<file path="config.mk">
export PLATFORM = sky130hd
export DESIGN_NAME = pio_input_debounced
export DESIGN_NICKNAME = d
export VERILOG_FILES = /design/src/rtl/pio_input_pkg.sv /design/src/rtl/input_debounce_cell.sv /design/src/rtl/pio_input_debounced.sv
export SDC_FILE = /design/constraint.sdc
export NUM_CORES = 1
export LEC_CHECK = 0
export BUFFER_PORTS_ARGS = -buffer_cell sky130_fd_sc_hd__buf_2
export CELL_PAD_IN_SITES_DETAIL_PLACEMENT = 2
export CELL_PAD_IN_SITES_GLOBAL_PLACEMENT = 2
export CORE_ASPECT_RATIO = 1.2
export CORE_MARGIN = 2
export CORE_UTILIZATION = 30
export CTS_CLUSTER_DIAMETER = 150
export CTS_CLUSTER_SIZE = 40
export DETAILED_ROUTE_END_ITERATION = 12
export GPL_TIMING_DRIVEN = 1
export PLACE_DENSITY_LB_ADDON = 0.3
export SYNTH_ARGS = -nofsm -noshare
export SYNTH_HDL_FRONTEND = slang
export SYNTH_SLANG_ARGS = --single-unit
</file>
<file path="constraint.sdc">
create_clock -name clk -period 1.6 [get_ports clk]
set_clock_uncertainty 0.05 [all_clocks]
set_input_delay 0.32 -clock clk [delete_from_list [all_inputs] [get_ports clk]]
set_output_delay 0.32 -clock clk [all_outputs]
set_load 0.005 [all_outputs]
</file>
<file path="src/rtl/pio_input_pkg.sv">
`default_nettype none
// ============================================================================
// Module   : pio_input_pkg
// Brief    : Register map and bus width shared by the debounced input PIO.
// Revision : 1.0 - initial release
// ============================================================================
package pio_input_pkg;

    localparam int DATA_W = 32;

    localparam logic [2:0] ADDR_DATA     = 3'd0;
    localparam logic [2:0] ADDR_IRQ_MASK = 3'd1;
    localparam logic [2:0] ADDR_EDGE_CAP = 3'd2;
    localparam logic [2:0] ADDR_RISE_EN  = 3'd3;
    localparam logic [2:0] ADDR_FALL_EN  = 3'd4;

endpackage
`default_nettype wire

</file>
<file path="src/rtl/input_debounce_cell.sv">
`default_nettype none
// ============================================================================
// Module   : input_debounce_cell
// Brief    : One input channel: synchronizer, tick-based debounce, edge pulses.
// Revision : 1.0 - initial release
// ============================================================================
module input_debounce_cell
    import pio_input_pkg::*;
#(
    parameter int   SYNC_STAGES  = 2,
    parameter int   STABLE_TICKS = 10,
    parameter logic RESET_BIT    = 1'b0
) (
    input  logic clk,
    input  logic reset,
    input  logic pin_in,
    input  logic tick,
    output logic deb,
    output logic rise,
    output logic fall
);

    localparam int               CNT_W   = $clog2(STABLE_TICKS + 1);
    localparam logic [CNT_W-1:0] CNT_MAX = CNT_W'(STABLE_TICKS);

    logic [SYNC_STAGES-1:0] sync_q, sync_d;
    logic [CNT_W-1:0]       cnt_q, cnt_d, cnt_inc;
    logic                   deb_q, deb_d;
    logic                   deb_prev_q, deb_prev_d;

    always_comb begin
        sync_d     = {sync_q[SYNC_STAGES-2:0], pin_in};
        cnt_inc    = cnt_q + CNT_W'(1);
        cnt_d      = cnt_q;
        deb_d      = deb_q;
        deb_prev_d = deb_q;
        // Any cycle where the synchronized input agrees with deb restarts the count
        if (sync_q[SYNC_STAGES-1] == deb_q) begin
            cnt_d = '0;
        end else if (tick) begin
            if (cnt_inc == CNT_MAX) begin
                deb_d = ~deb_q;
                cnt_d = '0;
            end else begin
                cnt_d = cnt_inc;
            end
        end
    end

    always_ff @(posedge clk) begin
        if (reset) begin
            sync_q     <= {SYNC_STAGES{RESET_BIT}};
            cnt_q      <= '0;
            deb_q      <= RESET_BIT;
            deb_prev_q <= RESET_BIT;
        end else begin
            sync_q     <= sync_d;
            cnt_q      <= cnt_d;
            deb_q      <= deb_d;
            deb_prev_q <= deb_prev_d;
        end
    end

    assign deb  = deb_q;
    assign rise = deb_q & ~deb_prev_q;
    assign fall = ~deb_q & deb_prev_q;

endmodule
`default_nettype wire

</file>
<file path="src/rtl/pio_input_debounced.sv">
`default_nettype none
// ============================================================================
// Module   : pio_input_debounced
// Brief    : Avalon-MM input PIO with per-channel debounce, edge capture, IRQ.
// Revision : 1.0 - initial release
// ============================================================================
module pio_input_debounced
    import pio_input_pkg::*;
#(
    parameter int               WIDTH        = 10,
    parameter int               SYNC_STAGES  = 2,
    parameter int               TICK_CYCLES  = 50000,
    parameter int               STABLE_TICKS = 10,
    parameter logic [WIDTH-1:0] RESET_LEVEL  = {WIDTH{1'b0}}
) (
    input  logic              clk,
    input  logic              reset,
    input  logic [WIDTH-1:0]  pin_in,
    input  logic [2:0]        address,
    input  logic              read,
    input  logic              write,
    input  logic [DATA_W-1:0] writedata,
    output logic [DATA_W-1:0] readdata,
    output logic              irq
);

    localparam int               PRE_W   = (TICK_CYCLES > 1) ? $clog2(TICK_CYCLES) : 1;
    localparam logic [PRE_W-1:0] PRE_MAX = PRE_W'(TICK_CYCLES - 1);

    logic [PRE_W-1:0]  presc_q, presc_d;
    logic              tick;
    logic [WIDTH-1:0]  deb, rise, fall;
    logic [WIDTH-1:0]  irq_mask_q, irq_mask_d;
    logic [WIDTH-1:0]  edge_cap_q, edge_cap_d;
    logic [WIDTH-1:0]  rise_en_q, rise_en_d;
    logic [WIDTH-1:0]  fall_en_q, fall_en_d;
    logic [WIDTH-1:0]  wdata, w1c, cap_set;
    logic [DATA_W-1:0] readdata_q, readdata_d, rd_word;
    logic              unused_writedata;

    assign unused_writedata = ^writedata;

    assign tick    = (presc_q == PRE_MAX);
    assign presc_d = tick ? '0 : presc_q + PRE_W'(1);

    for (genvar i = 0; i < WIDTH; i++) begin : g_chan
        input_debounce_cell #(
            .SYNC_STAGES  (SYNC_STAGES),
            .STABLE_TICKS (STABLE_TICKS),
            .RESET_BIT    (RESET_LEVEL[i])
        ) u_cell (
            .clk    (clk),
            .reset  (reset),
            .pin_in (pin_in[i]),
            .tick   (tick),
            .deb    (deb[i]),
            .rise   (rise[i]),
            .fall   (fall[i])
        );
    end

    always_comb begin
        wdata      = writedata[WIDTH-1:0];
        w1c        = '0;
        irq_mask_d = irq_mask_q;
        rise_en_d  = rise_en_q;
        fall_en_d  = fall_en_q;
        if (write) begin
            case (address)
                ADDR_IRQ_MASK: irq_mask_d = wdata;
                ADDR_EDGE_CAP: w1c        = wdata;
                ADDR_RISE_EN:  rise_en_d  = wdata;
                ADDR_FALL_EN:  fall_en_d  = wdata;
                default: ;
            endcase
        end
        // Set term is OR'd after the clear so a new edge survives a racing W1C
        cap_set    = (rise & rise_en_q) | (fall & fall_en_q);
        edge_cap_d = (edge_cap_q & ~w1c) | cap_set;

        rd_word = '0;
        case (address)
            ADDR_DATA:     rd_word[WIDTH-1:0] = deb;
            ADDR_IRQ_MASK: rd_word[WIDTH-1:0] = irq_mask_q;
            ADDR_EDGE_CAP: rd_word[WIDTH-1:0] = edge_cap_q;
            ADDR_RISE_EN:  rd_word[WIDTH-1:0] = rise_en_q;
            ADDR_FALL_EN:  rd_word[WIDTH-1:0] = fall_en_q;
            default: ;
        endcase
        readdata_d = readdata_q;
        if (read && !write) begin
            readdata_d = rd_word;
        end
    end

    always_ff @(posedge clk) begin
        if (reset) begin
            presc_q    <= '0;
            irq_mask_q <= '0;
            edge_cap_q <= '0;
            rise_en_q  <= '1;
            fall_en_q  <= '0;
            readdata_q <= '0;
        end else begin
            presc_q    <= presc_d;
            irq_mask_q <= irq_mask_d;
            edge_cap_q <= edge_cap_d;
            rise_en_q  <= rise_en_d;
            fall_en_q  <= fall_en_d;
            readdata_q <= readdata_d;
        end
    end

    assign readdata = readdata_q;
    assign irq      = |(edge_cap_q & irq_mask_q);

endmodule
`default_nettype wire

</file>
==> results.py <==
metrics = {
    "logic_synthesis": {
        "yosysSeqAreaShare_pct": 42.3,
        "yosys.area_share.adder_pct": 3.81,
        "synth_warnings": 0,
        "synth_top_family_by_area": "simple AND/OR/NAND/NOR gates",
        "synth_cell_types": 46,
        "syn_inst": 809,
        "synth.area.top_cells": "dfxtp_1, nand2_1, a21oi_1",
        "synth-async-reset-ratio_pct": 0,
        "synth.area.mux_share_pct": 3.21,
        "synth-main-ff-cell": "dfxtp_1",
        "avgSynthCellArea_um2": 8.53,
        "synth_top_area_share_pct": 42.3,
        "synth_compound_area_share_pct": 11.4,
        "yosysTopAreaCell": "dfxtp_1",
        "synth_area_um2": 6900,
        "synth-edff-count": 0,
        "synth_xor_area_share_pct": 7.23,
        "synth-simple-area-share_pct": 26.8,
        "ys_ff_latch": 146,
    },
    "grt": {
        "grt_max_degree": 26,
        "overflow": 0,
        "grtUsageTotal_pct": 22.2,
        "antenna_found_initial": 0,
        "grt_pass1_vias": 7340,
        "grt_pass1_wl_um": 41100,
    },
    "placed_design": {
        "dp.cells": 1224,
        "hpwlAfterDp_um": 15600,
        "portBuffers": 37,
        "gp_congestion": 0.759,
    },
    "clock_tree": {
        "cts_tree": "done",
        "cts-root-buf": "clkbuf_16",
        "cts-htree-levels": 4,
        "clk_latency_ns": 0.44,
        "holdBufCountCts": 0,
        "cts_buffers": 17,
        "cts.path.max_buffers": 2,
        "cts_num_sinks": 146,
        "clk_pin_slew_ns": 0.06,
    },
    "power_and_ir_drop": {
        "p_leak_uw": 0.00377,
        "p_total_uw": 8470,
        "ir_drop_mv": 0.721,
        "powerDensity_nw_per_um2": 850,
    },
    "routing": {
        "drt-total-wl_um": 27800,
        "routed_via_density": 5.13,
        "firstDrtPassIters": 4,
        "wire_per_inst_um": 21.9,
        "dr.first_iter.drc_count": 259,
        "antenna_left": 0,
        "route.detailed.drc": 0,
        "vias": 6525,
    },
    "sta": {
        "tightestPinTransition_ns": 0.617,
        "fmax_mhz": 479,
        "fin_ws_ns": -0.487,
        "hold_viol": 0,
        "final_max_slew_viol_count": 0,
        "relSlewSlack_pct": 58.8,
        "finalCritPeriodShare_pct": 130,
        "fin_crit_ns": 2.09,
        "whs_ns": 0.0477,
        "rsz0062_at_grt": "yes",
        "setup_viol": 66,
    },
    "setup_path": {
        "worstSetupPathType": "reg -> out",
        "crit_arrival_ns": 1.72,
        "cp-start-kind": "register",
        "end_kind": "output port",
        "crit_fanout": 2,
        "cp.required_ns": 1.23,
    },
    "floorplanning": {
        "fp.dieW_um": 142,
        "io_pins": 82,
        "core_um2": 22500,
        "core.rowCount": 60,
        "initial_utilization_pct": 30.6,
        "fp.dieH_um": 170,
        "die_area_um2": 24200,
    },
    "layout": {
        "syn_to_final_growth_pct": 44.3,
        "drive_gt1_share_pct": 35.7,
        "final_core_utilization_pct": 44.2,
        "final_cell_mix": "dfxtp_1, nand2_1, buf_4",
        "final_common_cell": "dfxtp_1",
        "nets": 1049,
        "n_antenna_cell": 0,
        "finalNonFillerCells": 1271,
    },
    "run_status": {
        "violations": "negative setup slack",
        "status": "complete, but fails checks",
    },
    "worst_hold_path": {
        "hold_class": "in -> reg",
    },
    "run": {
        "max_cap_viol_count": 0,
    },
}
## metal layers
layer	wire [um]	vias up	GRT usage, %	share of wire (%)
met5	0	-	0	0
met2	15300	141	41.4	55
met4	844	0	9.60	3.0
met1	10800	3275	24.6	39
met3	838	56	3.69	3.0
li1	-	3053	-	-
## flip-flops by register name, summed over array words and instances (netlist names)
| signal | flops |
|---|---|
| g_chan.u_cell.deb | 10 |
| edge_cap_q | 10 |
| fall_en_q | 10 |
| g_chan.u_cell.cnt_q | 40 |
| rise_en_q | 10 |
| g_chan.u_cell.sync_q | 20 |
| g_chan.u_cell.deb_prev_q | 10 |
| irq_mask_q | 10 |
| readdata | 10 |
| presc_q | 16 |
## worst max-delay path, stage by stage, from the launching register on
cell      delay, ns
dfxtp_2        0.32
a22o_1         0.24
a221oi_2       0.27
buf_4          0.18
nand4_1        0.12
buf_2          0.16
## kinds of logic after synthesis
group / after synthesis
buffers and inverters: 69
multiplexers: 17
adder cells (fa/ha/maj): 21
other: 1
AO/OA/AOI/OAI: 137
flip-flops: 146
AND/OR/NAND/NOR: 361
XOR/XNOR: 57
## final timing paths
check / startpoint / to / slack, ns / cells past startpoint
setup reg to reg: presc_q[0] / g_chan[0].u_cell.deb / -0.31 / 8
setup / recovery: edge_cap_q[9] / irq / -0.49 / 5
hold reg to reg: readdata[4] / readdata[4] / 0.40 / 2
hold / removal: pin_in[3] / g_chan[3].u_cell.sync_q[0] / 0.05 / 2
## Yosys cell counts, drive strengths merged (2+ instances only)
cell / number
nor2b: 38
nand2: 150
nor3: 3
dfxtp: 146
o21ai: 27
mux2i: 12
nand3b: 36
ha: 21
clkbuf: 20
nand3: 26
a22oi: 4
a21oi: 72
or3: 5
or4b: 10
o22ai: 8
xor2: 35
nor2: 52
xnor2: 22
a41oi: 9
a211oi: 2
buf: 35
nand2b: 13
nor4bb: 8
and3: 4
mux4: 4
a31oi: 5
inv: 14
or2: 3
a22o: 6
and2: 3
nand4: 5
## timing repair
| item | in CTS | in global routing |
|---|---|---|
| gates cloned | 5 | 0 |
| setup endpoints to repair | 66 | 67 |
| gates resized for setup | 100 | 111 |
| pin swaps | 50 | 61 |
| setup buffers | 10 | 4 |
## through the flow
stage	cell area, um2	worst slack, ns	setup TNS, ns
2_1_floorplan	7050	-0.0254	-0.172
3_3_place_gp	8320	-0.242	-8.06
3_5_place_dp	8320	-0.368	-16.41
4_1_cts	9490	-0.427	-7.05
5_1_grt	9960	-0.523	-16.60
6_report	9960	-0.487	-13.13
## report_power, final
| part | leakage, uW | switching [uW] | internal, uW |
|---|---|---|---|
| clock | 0.000296 | 1720 | 2590 |
| combinational | 0.00229 | 244 | 186 |
| sequential | 0.00119 | 42.0 | 3680 |
## final cells by class
type	count	area, um2
Timing Repair Buffer	183	1540
Fill cell	2425	12600
Multi-Input combinational cell	617	4440
Sequential cell	146	2950
Clock inverter	11	153
Clock buffer	21	470
Tap cell	279	349
Inverter	14	52.6
(Power assumes the default switching activity.)
